<file path="src/rtl/rr_arbiter16_pkg.sv">
// Shared types and sizes for the 16-requester round-robin arbiter.
package rr_arbiter16_pkg;

    localparam int NREQ  = 16;
    localparam int IDXW  = 4;
    localparam int HCNTW = 8;

    typedef enum logic {
        IDLE  = 1'b0,
        GRANT = 1'b1
    } state_t;

    // Turn a requester index into its one-hot grant pattern.
    function automatic logic [NREQ-1:0] idx2onehot(input logic [IDXW-1:0] idx);
        return NREQ'(1) << idx;
    endfunction

endpackage

</file>
<file path="src/rtl/rr_arbiter16_if.sv">
// Request/grant bundle between the requesters (master) and the arbiter (slave).
interface rr_arbiter16_if;
    import rr_arbiter16_pkg::*;

    logic            enable;
    logic [NREQ-1:0] req_in;
    logic            release_in;
    logic [NREQ-1:0] grant_out;
    logic            grant_valid;

    modport master (
        output enable,
        output req_in,
        output release_in,
        input  grant_out,
        input  grant_valid
    );

    modport slave (
        input  enable,
        input  req_in,
        input  release_in,
        output grant_out,
        output grant_valid
    );

endinterface

</file>
<file path="src/rtl/rr_arbiter16_pick.sv">
// Combinational round-robin pick: rotate requests so ptr sits at bit 0,
// take the lowest set bit, then add ptr back to recover the real index.
module rr_pick16
    import rr_arbiter16_pkg::*;
(
    input  logic [NREQ-1:0] i_req,
    input  logic [IDXW-1:0] i_ptr,
    output logic [IDXW-1:0] o_idx,
    output logic            o_any
);

    logic [2*NREQ-1:0] w_dbl;
    logic [NREQ-1:0]   w_rot;
    logic [IDXW-1:0]   w_off;

    // Doubling the vector makes the right shift a rotate.
    assign w_dbl = {i_req, i_req} >> i_ptr;
    assign w_rot = w_dbl[NREQ-1:0];

    // Lowest set bit of the rotated vector; descending loop so the lowest wins.
    always_comb begin
        w_off = '0;
        for (int j = NREQ - 1; j >= 0; j--) begin
            if (w_rot[j]) begin
                w_off = IDXW'(j);
            end
        end
    end

    // Modulo-16 add wraps naturally in the 4-bit index.
    assign o_idx = w_off + i_ptr;
    assign o_any = |i_req;

endmodule

</file>
<file path="src/rtl/rr_arbiter16.sv">
// 16-requester round-robin arbiter with registered one-hot grant, optional
// hold timeout and a mandatory idle cycle between consecutive grants.
module rr_arbiter16
    import rr_arbiter16_pkg::*;
#(
    parameter int unsigned HOLD_MAX = 0
)
(
    input  logic          clk,
    input  logic          rst_n,
    rr_arbiter16_if.slave bus
);

    localparam bit               HOLD_EN   = (HOLD_MAX != 0);
    localparam logic [HCNTW-1:0] HOLD_LAST = HCNTW'((HOLD_MAX == 0) ? 0 : HOLD_MAX - 1);

    state_t           r_state;
    logic [IDXW-1:0]  r_ptr;
    logic [HCNTW-1:0] r_hcnt;
    logic [NREQ-1:0]  r_grant;
    logic             r_valid;
    logic [IDXW-1:0]  r_gidx;

    state_t           w_state_nxt;
    logic [IDXW-1:0]  w_ptr_nxt;
    logic [HCNTW-1:0] w_hcnt_nxt;
    logic [NREQ-1:0]  w_grant_nxt;
    logic             w_valid_nxt;
    logic [IDXW-1:0]  w_gidx_nxt;

    logic [IDXW-1:0]  w_win;
    logic             w_any;
    logic             w_timeout;
    logic             w_release;

    rr_pick16 u_pick (
        .i_req (bus.req_in),
        .i_ptr (r_ptr),
        .o_idx (w_win),
        .o_any (w_any)
    );

    // All release causes collapse into one flag so ptr advances only once.
    assign w_timeout = HOLD_EN && (r_hcnt == HOLD_LAST);
    assign w_release = bus.release_in || !bus.req_in[r_gidx] || !bus.enable || w_timeout;

    // Next-state and next-output logic for the IDLE/GRANT machine.
    always_comb begin
        w_state_nxt = r_state;
        w_ptr_nxt   = r_ptr;
        w_hcnt_nxt  = r_hcnt;
        w_grant_nxt = r_grant;
        w_valid_nxt = r_valid;
        w_gidx_nxt  = r_gidx;
        case (r_state)
            IDLE: begin
                if (bus.enable && w_any) begin
                    w_state_nxt = GRANT;
                    w_grant_nxt = idx2onehot(w_win);
                    w_valid_nxt = 1'b1;
                    w_hcnt_nxt  = '0;
                    w_gidx_nxt  = w_win;
                end else begin
                    w_grant_nxt = '0;
                    w_valid_nxt = 1'b0;
                end
            end
            GRANT: begin
                if (w_release) begin
                    // Dropping to zero here forces the bubble before any new grant.
                    w_state_nxt = IDLE;
                    w_grant_nxt = '0;
                    w_valid_nxt = 1'b0;
                    w_ptr_nxt   = r_gidx + IDXW'(1);
                end else if (r_hcnt != '1) begin
                    w_hcnt_nxt = r_hcnt + HCNTW'(1);
                end
            end
            default: begin
                w_state_nxt = IDLE;
                w_grant_nxt = '0;
                w_valid_nxt = 1'b0;
            end
        endcase
    end

    // State, pointer, counter and registered grant outputs.
    always_ff @(posedge clk or negedge rst_n) begin
        if (!rst_n) begin
            r_state <= IDLE;
            r_ptr   <= '0;
            r_hcnt  <= '0;
            r_grant <= '0;
            r_valid <= 1'b0;
            r_gidx  <= '0;
        end else begin
            r_state <= w_state_nxt;
            r_ptr   <= w_ptr_nxt;
            r_hcnt  <= w_hcnt_nxt;
            r_grant <= w_grant_nxt;
            r_valid <= w_valid_nxt;
            r_gidx  <= w_gidx_nxt;
        end
    end

    assign bus.grant_out   = r_grant;
    assign bus.grant_valid = r_valid;

    // The downstream encoder must only ever see zero or a single set bit.
    a_grant_onehot: assert property (@(posedge clk) disable iff (!rst_n)
        $onehot0(r_grant) && (r_valid == (|r_grant)));

endmodule

</file>
<file path="src/flat_wrapper.sv">
// flat-port wrapper written by rule: the top's interface ports become plain ports
module rr_arbiter16_flat import rr_arbiter16_pkg::*;
#(
    parameter int unsigned HOLD_MAX = 0
)
  (clk, rst_n, bus_enable, bus_req_in, bus_release_in, bus_grant_out, bus_grant_valid);
  rr_arbiter16_if bus_i ();
  input  logic clk;
  input  logic rst_n;
  input wire logic [$bits(bus_i.enable)-1:0] bus_enable;
  input wire logic [$bits(bus_i.req_in)-1:0] bus_req_in;
  input wire logic [$bits(bus_i.release_in)-1:0] bus_release_in;
  output wire logic [$bits(bus_i.grant_out)-1:0] bus_grant_out;
  output wire logic [$bits(bus_i.grant_valid)-1:0] bus_grant_valid;
  assign bus_i.enable = bus_enable;
  assign bus_i.req_in = bus_req_in;
  assign bus_i.release_in = bus_release_in;
  assign bus_grant_out = bus_i.grant_out;
  assign bus_grant_valid = bus_i.grant_valid;
  rr_arbiter16 #(.HOLD_MAX(HOLD_MAX)) u_core (.clk(clk), .rst_n(rst_n), .bus(bus_i));
endmodule
</file>
<file path="config.mk">
export PLATFORM = sky130hd
export DESIGN_NAME = rr_arbiter16_flat
export DESIGN_NICKNAME = d
export VERILOG_FILES = /design/src/rtl/rr_arbiter16_pkg.sv /design/src/rtl/rr_arbiter16_if.sv /design/src/rtl/rr_arbiter16_pick.sv /design/src/rtl/rr_arbiter16.sv /design/src/flat_wrapper.sv
export SDC_FILE = /design/constraint.sdc
export NUM_CORES = 1
export LEC_CHECK = 0
export ABC_AREA = 0
export BUFFER_PORTS_ARGS = -buffer_cell sky130_fd_sc_hd__buf_4
export CAP_MARGIN = 20
export CORE_ASPECT_RATIO = 0.8
export CORE_MARGIN = 2
export CORE_UTILIZATION = 35
export DETAILED_ROUTE_END_ITERATION = 7
export PLACE_DENSITY = 0.54
export REMOVE_ABC_BUFFERS = 1
export SLEW_MARGIN = 40
export SYNTH_ARGS = -nofsm -noshare
export SYNTH_HDL_FRONTEND = slang
export SYNTH_HIERARCHICAL = 1
export SYNTH_SLANG_ARGS = --single-unit
export TNS_END_PERCENT = 50
</file>
<file path="constraint.sdc">
create_clock -name clk -period 12.3 [get_ports clk]
set_clock_uncertainty 0.15 [all_clocks]
set_input_delay 2.46 -clock clk [delete_from_list [all_inputs] [get_ports clk]]
set_output_delay 2.46 -clock clk [all_outputs]
set_load 0.005 [all_outputs]
</file>
# Word-level counts from Yosys, hierarchy flattened
# Index checks and enable logic that the tools add are counted.
totals:
  word_cells: 46
  inputBits: 20
  regBits: 26
classes:
  n_mux: 26
  n_reduce_logical: 8
  n_eq_ne: 1
  order_cmp: 1
  n_addsub: 2
  shifts: 2
  n_bitwise: 1
ops:
  columns: ["cell", "n"]
  rows:
  - ["2-to-1 mux 4 bit", 16]
  - ["2-to-1 mux 16 bit", 2]
  - ["case mux 16 bit (2 select lines)", 1]
  - ["right shift 32 x 4 -> 16 bit", 1]
  - ["OR reduction 16 bit", 1]
  - ["<< shifter 1 x 4 -> 16 bit (first input constant)", 1]
  - ["less-than comparator 4 x 5 -> 1 bit (second input constant)", 1]
  - ["adder 4 x 1 -> 4 bit (second input constant)", 1]
  - ["adder 4 bit", 1]
  - ["binary-select mux 1 bit (select 4 bit)", 1]
  - ["2-to-1 mux 1 bit", 4]
  - ["case mux 1 bit (2 select lines)", 2]
  - ["AND reduction 2 bit", 2]
  - ["logical NOT 1 bit", 2]
  - ["logical OR 1 bit", 2]
  - ["!= test 2 bit (second input constant)", 1]
  - ["logical AND 1 bit", 1]
  - ["inverter 1 bit", 1]

# Logic depth before layout (Yosys ltp)
# Gate-level depths: netlist of run 1.
logic_depth:
  word_depth: 21
  depth_mapped: 15

# By module
# The synthesis of run 1 kept the hierarchy.
modules_own_cells:
  columns: ["module", "seq_area_each_um2", "n_inst", "cells_each", "area_per_inst_um2"]
  rows:
  - ["rr_arbiter16", 650.6, 1, 111, 1261.2]
  - ["rr_pick16", 0.0, 1, 99, 1181.1]

# Worst setup path before layout of run 1
# Ideal clock, no wire load.
synth_timing:
  kind: "in2reg"
  startpoint: "input bus_req_in[7]"
  endpoint: "register u_core.r_grant[3] (netlist: u_core/bus.grant_out[3])"
  path_stages: 13
  path_buffers: 0
  arrival_time_ps: 5556
  slack_ps: 6472
  t_required_ps: 12028
  path_cell_list: "mux4_1 -> mux4_2 -> or2_4 -> nor2_1 -> o21ai_1 -> a31oi_1 -> ha_1 -> a21o_1 -> a21oi_1 -> xnor2_1 -> xnor2_1 -> nor3_1 -> a32o_1"
synth_via:
  elab_chain_cells: 21
  word_cells_on_any_way: 29
synth_rtl:
  columns: ["item", "line", "rtl"]
  rows:
  - ["from (decl)", "flat_wrapper.sv:11", "input wire logic [$bits(bus_i.req_in)-1:0] bus_req_in;"]
  - ["right shift 32 x 4 -> 16 bit *", "rr_arbiter16_pick.sv:17", "assign w_dbl = {i_req, i_req} >> i_ptr;"]
  - ["2-to-1 mux 4 bit (15 in series)", "rr_arbiter16_pick.sv:24", "if (w_rot[j]) begin"]
  - ["2-to-1 mux 4 bit *", "rr_arbiter16_pick.sv:24", null]
  - ["adder 4 bit *", "rr_arbiter16_pick.sv:31", "assign o_idx = w_off + i_ptr;"]
  - ["named net u_core.w_win[3]", "rr_arbiter16.sv:31", "logic [IDXW-1:0] w_win;"]
  - ["<< shifter 1 x 4 -> 16 bit *", "rr_arbiter16_pkg.sv:15", "return NREQ'(1) << idx;"]
  - ["2-to-1 mux 16 bit *", "rr_arbiter16.sv:57", "if (bus.enable && w_any) begin"]
  - ["case mux 16 bit (2 select lines) *", "rr_arbiter16.sv:55", "case (r_state)"]
  - ["to (signal assigned)", "rr_arbiter16.sv:100", "r_grant <= w_grant_nxt;"]
  - ["to (decl)", "rr_arbiter16.sv:20", "logic [NREQ-1:0] r_grant;"]
# The timed path passes the listed nets; every way through them passes the cells marked *. The select of a mux whose other input is x is not followed.
# A chain may end at the register's enable or synchronous reset.

# Worst setup path after layout of run 1
# Same ends and word-level chain as after synthesis.

==> results of run 1 <==
-- cell families (layout without fill, tap and decap cells) --
logic type,after synthesis,count (layout),share of synthesized area (%)
and+or+nand+nor,67,67,14.3
adders and majority gates,5,5,2.87
AOI/OAI and AO/OA,33,33,12.5
muxes,56,56,37.4
buffers and inverters,18,45,4.41
DFF,26,26,26.6
xor gates and xnor gates,5,5,1.79
-- path summary, 6_finish.rpt --
check / start / to / slack, ns / cells after the start
min reg2reg: u_core/bus.grant_valid$_DFFE_PN0P_ / u_core/bus.grant_valid$_DFFE_PN0P_ / 0.35 / 1
max in group asynchronous: rst_n / u_core/r_ptr[1]$_DFFE_PN0P_ / 9.80 / 1
max reg2reg: u_core/r_ptr[2]$_DFFE_PN0P_ / u_core/bus.grant_out[3]$_DFFE_PN0P_ / 7.67 / 13
min: u_core/bus.grant_valid$_DFFE_PN0P_ / u_core/bus.grant_valid$_DFFE_PN0P_ / 0.35 / 1
max: bus_req_in[7] / u_core/bus.grant_out[3]$_DFFE_PN0P_ / 6.21 / 14
min in group asynchronous: rst_n / u_core/bus.grant_out[1]$_DFFE_PN0P_ / 1.93 / 1
-- synth_stat cells, drive strengths merged, types with 2 or more instances --
cell     count  area, um^2
xor2         2        17.5
o311ai       3        51.3
nand2b       4        25.0
a21oi        3        26.3
nand3        6        30.0
nor3b        2        20.0
mux2i       19         190
ha           4        50.1
nor4         4        25.0
buf          8        70.1
a21o         2        15.0
o2bb2ai      8        70.1
mux4        24         578
nor3         2        15.0
mux2        13         146
a22oi        2        20.0
clkbuf       5        18.8
nand4        3        25.0
nor2b        4        27.5
nand2       23        86.3
xnor2        3        26.3
a22o         6        52.6
or2          7        48.8
dfrtp       26         651
nor2        11        41.3
a31oi        2        12.5
a32o         2        20.0
inv          4        15.0
-- flip-flops by register name, indices dropped and copies added, names as in the netlist --
register                flops
u_core/bus.grant_out       16
u_core/bus.grant_valid      1
u_core/r_gidx               4
u_core/r_ptr                4
u_core/r_state              1
-- power by group through the flow --
stage / registers (mW) / logic [mW] / clock network (mW)
after floorplan: 0.168 / 0.439 / 0
after global placement: 0.183 / 0.564 / 0
after detailed placement: 0.183 / 0.565 / 0
after CTS: 0.181 / 0.566 / 0.0565
after global routing: 0.190 / 0.632 / 0.0603
final: 0.181 / 0.565 / 0.0542
-- through the flow --
step	hold WS, ns	area [um^2]	setup slack, ns	power (mW)	util, %
2_1_floorplan	0.324	2350	6.48	0.607	-
3_3_place_gp	0.326	2730	6.00	0.747	40.0
3_5_place_dp	0.317	2730	5.93	0.748	40.1
4_1_cts	0.350	2790	6.21	0.804	40.9
5_1_grt	0.358	2790	5.89	0.882	40.9
6_report	0.346	2790	6.21	0.800	40.9
-- cell type report --
| type | instances | share of cell area [%] |
|---|---|---|
| Timing Repair Buffer | 36 | 9.69 |
| Clock buffer | 4 | 1.97 |
| Tap cell | 87 | 3.90 |
| Sequential cell | 26 | 23.4 |
| Inverter | 5 | 0.673 |
| Multi-Input combinational cell | 166 | 60.4 |
-- critical path: stages --
cell     delay (ns)
buf_4          0.13
mux4_1         0.60
mux4_2         0.54
or2_4          0.29
nor2_1         0.11
o21ai_1        0.07
a31oi_1        0.29
ha_1           0.29
a21o_1         0.18
a21oi_1        0.17
xnor2_1        0.15
xnor2_1        0.17
nor3_1         0.46
a32o_1         0.23
-- layer usage --
layer,up-vias,global-route usage [%],share of wire [%]
li1,880,-,-
met1,933,23.8,53
met2,17,23.0,45
met3,0,1.58,2.1
met4,0,0.833,0
met5,-,0,0
==> results_dict.tcl, run 1 <==
set metrics [dict create \
    n_fill_cell 675 \
    clock_path_buffers 2 \
    mostFrequentLayoutCell "buf_4" \
    syn_area_mm2 0.00244 \
    post-route-drc-count 0 \
    ios 37 \
    postSynthAreaPerCell_um2 11.6 \
    p_int_uw 426 \
    gp_congestion 0.823 \
    diodes 0 \
    ys_seq_elements 26 \
    io_buffers 36 \
    first_pass_iters 4 \
    cp_data_arrival_time_ns 6.15 \
    status "complete, no violations" \
    syn_inst 210 \
    leakage_nw 1.21 \
    critPathCaptureType "register" \
    start_util_pct 35.8 \
    fin_crit_sh_pct 49.5 \
    dp.cells 320 \
    wl_per_cell_um 16.9 \
    p_sw_uw 374 \
    post_cts_buffers 0 \
    numCtsBuffers 3 \
    antenna_found_initial 0 \
    cp.required_ns 12.36 \
    syn_to_final_growth_pct 14.2 \
    grt_max_degree 27 \
    synth_cell_types 52 \
    fin_cells 324 \
    pwr-share-seq_pct 22.6 \
    hp-class "reg2reg" \
    ctsHoldBuffers 0 \
    powerDensity_mw_per_mm2 287 \
    dieWidth_um 97.4 \
    crit_type "in2reg" \
    via_per_inst 5.65 \
    cts_max_level 1 \
    layout.nets 263 \
    clkPwrFrac_pct 6.8 \
    ir_worst_vdd_mv 0.0868 \
    antenna_left 0 \
    num_vias 1830 \
    cts_resized 0 \
    finalHoldViolations 0 \
    core_mm2 0.00682 \
    grt-ovfl-total 0 \
    final_layout_size_suffix_gt1_share_pct 32.5 \
    setup_tns_ns 0 \
    finalSetupViolations 0 \
    comb_power_share_pct 70.6 \
    crit_fanout 6 \
    slew_viol_final 0 \
    drt_iter0_markers 64 \
    track_usage_pct 14.9 \
    min_period_ns 6.09 \
    ys_seq_area_share_pct 26.6 \
    worstSkewPairLatency_ns 0.27 \
    fp-row-count 27 \
    rsz0062_at_grt "false" \
    yosys_warnings 6 \
    max_freq_ghz 0.164 \
    worst_pin_slew_ns 0.720 \
    clkTransAtPathRegs_ns 0.09 \
    wl_um 5480 \
    maxCapViolCount 0 \
    die_h_um 78.7 \
    grt_pass1_vias 1807 \
    root_buffer "clkbuf_8" \
    synth-edff-count 0 \
    relSlewSlack_pct 52.0 \
    final-seq-area_um2 652 \
    synthArstFlopShare_pct 100 \
    cts_sinks 26 \
    final_cell_mix "36 x buf_4, 25 x dfrtp_1, 23 x nand2_1" \
    grt_pass1_wl_um 9580 \
    die_area_mm2 0.00767 \
    synthFlopType "dfrtp_1" \
    p_sw_share_pct 46.7 \
    multiInputGateArea_mm2 0.00168 \
    cts_tree "built" \
    critPathLaunchType "primary input" \
    hpwl_um 4180 \
]
No activity file was read; power rests on OpenSTA's default activity.
==> inputs of run 2 (changes only) <==
PLACE_DENSITY = 0.56   (was 0.54)
clock period = 5.1 ns   (was 12.3 ns; I/O delays follow)
==> run 2 against run 1 <==
First-iteration DRC count grew 78%. Worst setup slack worse by 5.7 ns. Non-clock buffer count is 3 higher. Sequential cell count unchanged. Largest power group unchanged.
==> results_dict.tcl, run 2 (synthesis results as in run 1) <==
set metrics [dict create \
    fin_ws_ns 0.492 \
    via_per_inst 5.76 \
    numCtsBuffers 3 \
    cp_data_arrival_time_ns 4.62 \
    wl_um 5590 \
    slew_viol_final 0 \
    critical_path_buf_inv_count 1 \
    hp-class "reg2reg" \
    clock_path_buffers 2 \
    first_pass_iters 4 \
    rsz0062_at_grt "false" \
    min_period_ns 4.61 \
    wl_per_cell_um 17.1 \
    max_stage_delay_ns 0.60 \
    cts_resized 0 \
    path_delay_family "multiplexers" \
    crit_type "in2reg" \
    grt_pass1_vias 1857 \
    final_layout_size_suffix_gt1_share_pct 33.3 \
    fin_crit_sh_pct 90.4 \
    fp-row-count 27 \
    die_area_mm2 0.00767 \
    die_h_um 78.7 \
    setup_tns_ns 0 \
    status "complete, no violations" \
    powerDensity_mw_per_mm2 705 \
    num_vias 1884 \
    leakage_nw 1.23 \
    cts_sinks 26 \
    ir_worst_vdd_mv 0.317 \
    post-place-ws_ns 0.235 \
    gp_congestion 0.832 \
    ctsHoldBuffers 0 \
    diodes 0 \
    critPathLaunchType "primary input" \
    layout.nets 266 \
    hpwl_um 4240 \
    final_cell_mix "39 x buf_4, 25 x dfrtp_1, 23 x nand2_1" \
    start_util_pct 35.8 \
    cts_max_level 1 \
    grt-ovfl-total 0 \
    mostFrequentLayoutCell "buf_4" \
    post_cts_buffers 0 \
    clkTransAtPathRegs_ns 0.09 \
    path_cells "buf_4 > mux4_1 > mux4_2 > or2_4 > nor2_1 > o21ai_1 > a31oi_1 > ha_1 > a21o_1 > a21oi_1 > xnor2_1 > xnor2_1 > nor2_1 > a32o_1" \
    largest_register_ffs 16 \
    core_mm2 0.00682 \
    post-route-drc-count 0 \
    drt_iter0_markers 114 \
    finalHoldViolations 0 \
    ios 37 \
    maxCapViolCount 0 \
    whs_ns 0.343 \
    worstSkewPairLatency_ns 0.27 \
    max_freq_ghz 0.217 \
    antenna_left 0 \
    critPathSlowestCell "mux4_1" \
    root_buffer "clkbuf_8" \
    track_usage_pct 14.9 \
    dieWidth_um 97.4 \
    cts_tree "built" \
    grt_pass1_wl_um 9440 \
    syn_to_final_growth_pct 15.8 \
    post-route-util_pct 41.4 \
    io_buffers 36 \
    grt_max_degree 27 \
    relSlewSlack_pct 55.3 \
    antenna_found_initial 0 \
    worst_pin_slew_ns 0.670 \
    crit_fanout 6 \
    cp.required_ns 5.12 \
    critPathCaptureType "register" \
    finalSetupViolations 0 \
]
## run 2: changes by cell type in the layout (fill, tap and decap cells not counted), sizes merged
cell    change
bufinv      +1
clkbuf      -1
buf         +3
## run 2: metrics by stage
step                      total power, mW  instances  instance area [um^2]
final                                1.99        327                  2830
after global routing                 2.17        327                  2830
after global placement               1.82        323                  2760
after floorplan                      1.46        197                  2350
after detailed placement             1.82        323                  2760
after CTS                            2.00        327                  2830
## run 2: power by group
part           total (mW)  switching (mW)  internal [mW]
registers           0.395           0.117          0.277
clock network       0.172          0.0666          0.105
logic                1.43           0.733          0.694
total                1.99           0.917           1.08
## run 2: layout make-up
type	instances	area (um^2)
repair buffers	39	293
inverters	5	18.8
clock buffers	3	41.3
flip-flops and latches	26	652
multi-input cells	166	1680
fillers	653	4000
clock inverters	1	30.0
well taps	87	109
## run 2: routing by layer
| metal | vias up | wire length, um | track usage, % |
|---|---|---|---|
| met5 | - | 0 | 0 |
| met4 | 0 | 15 | 2.50 |
| met3 | 2 | 191 | 1.85 |
| met2 | 56 | 2670 | 23.7 |
| met1 | 931 | 2710 | 22.1 |
| li1 | 895 | - | - |
## run 2: worst paths after layout
| check | from | end | slack [ns] | depth (start not counted) |
|---|---|---|---|---|
| max | bus_req_in[7] | u_core/bus.grant_out[7]$_DFFE_PN0P_ | 0.49 | 14 |
| min | u_core/bus.grant_valid$_DFFE_PN0P_ | u_core/bus.grant_valid$_DFFE_PN0P_ | 0.34 | 1 |
| max reg2reg | u_core/r_ptr[2]$_DFFE_PN0P_ | u_core/bus.grant_out[7]$_DFFE_PN0P_ | 0.55 | 13 |
| min reg2reg | u_core/bus.grant_valid$_DFFE_PN0P_ | u_core/bus.grant_valid$_DFFE_PN0P_ | 0.34 | 1 |
| max in group asynchronous | rst_n | u_core/r_ptr[1]$_DFFE_PN0P_ | 4.03 | 1 |
| min in group asynchronous | rst_n | u_core/bus.grant_out[12]$_DFFE_PN0P_ | 0.49 | 1 |
## run 2: worst register-to-register path, delay by kind of cell, from the launching register on
kind                       cells  cell delay, ns
muxes                          2            1.23
AOI/OAI and AO/OA              6            1.21
DFF                            1            0.78
xor gates and xnor gates       2            0.46
and+or+nand+nor                2            0.30
adders and majority gates      1            0.30
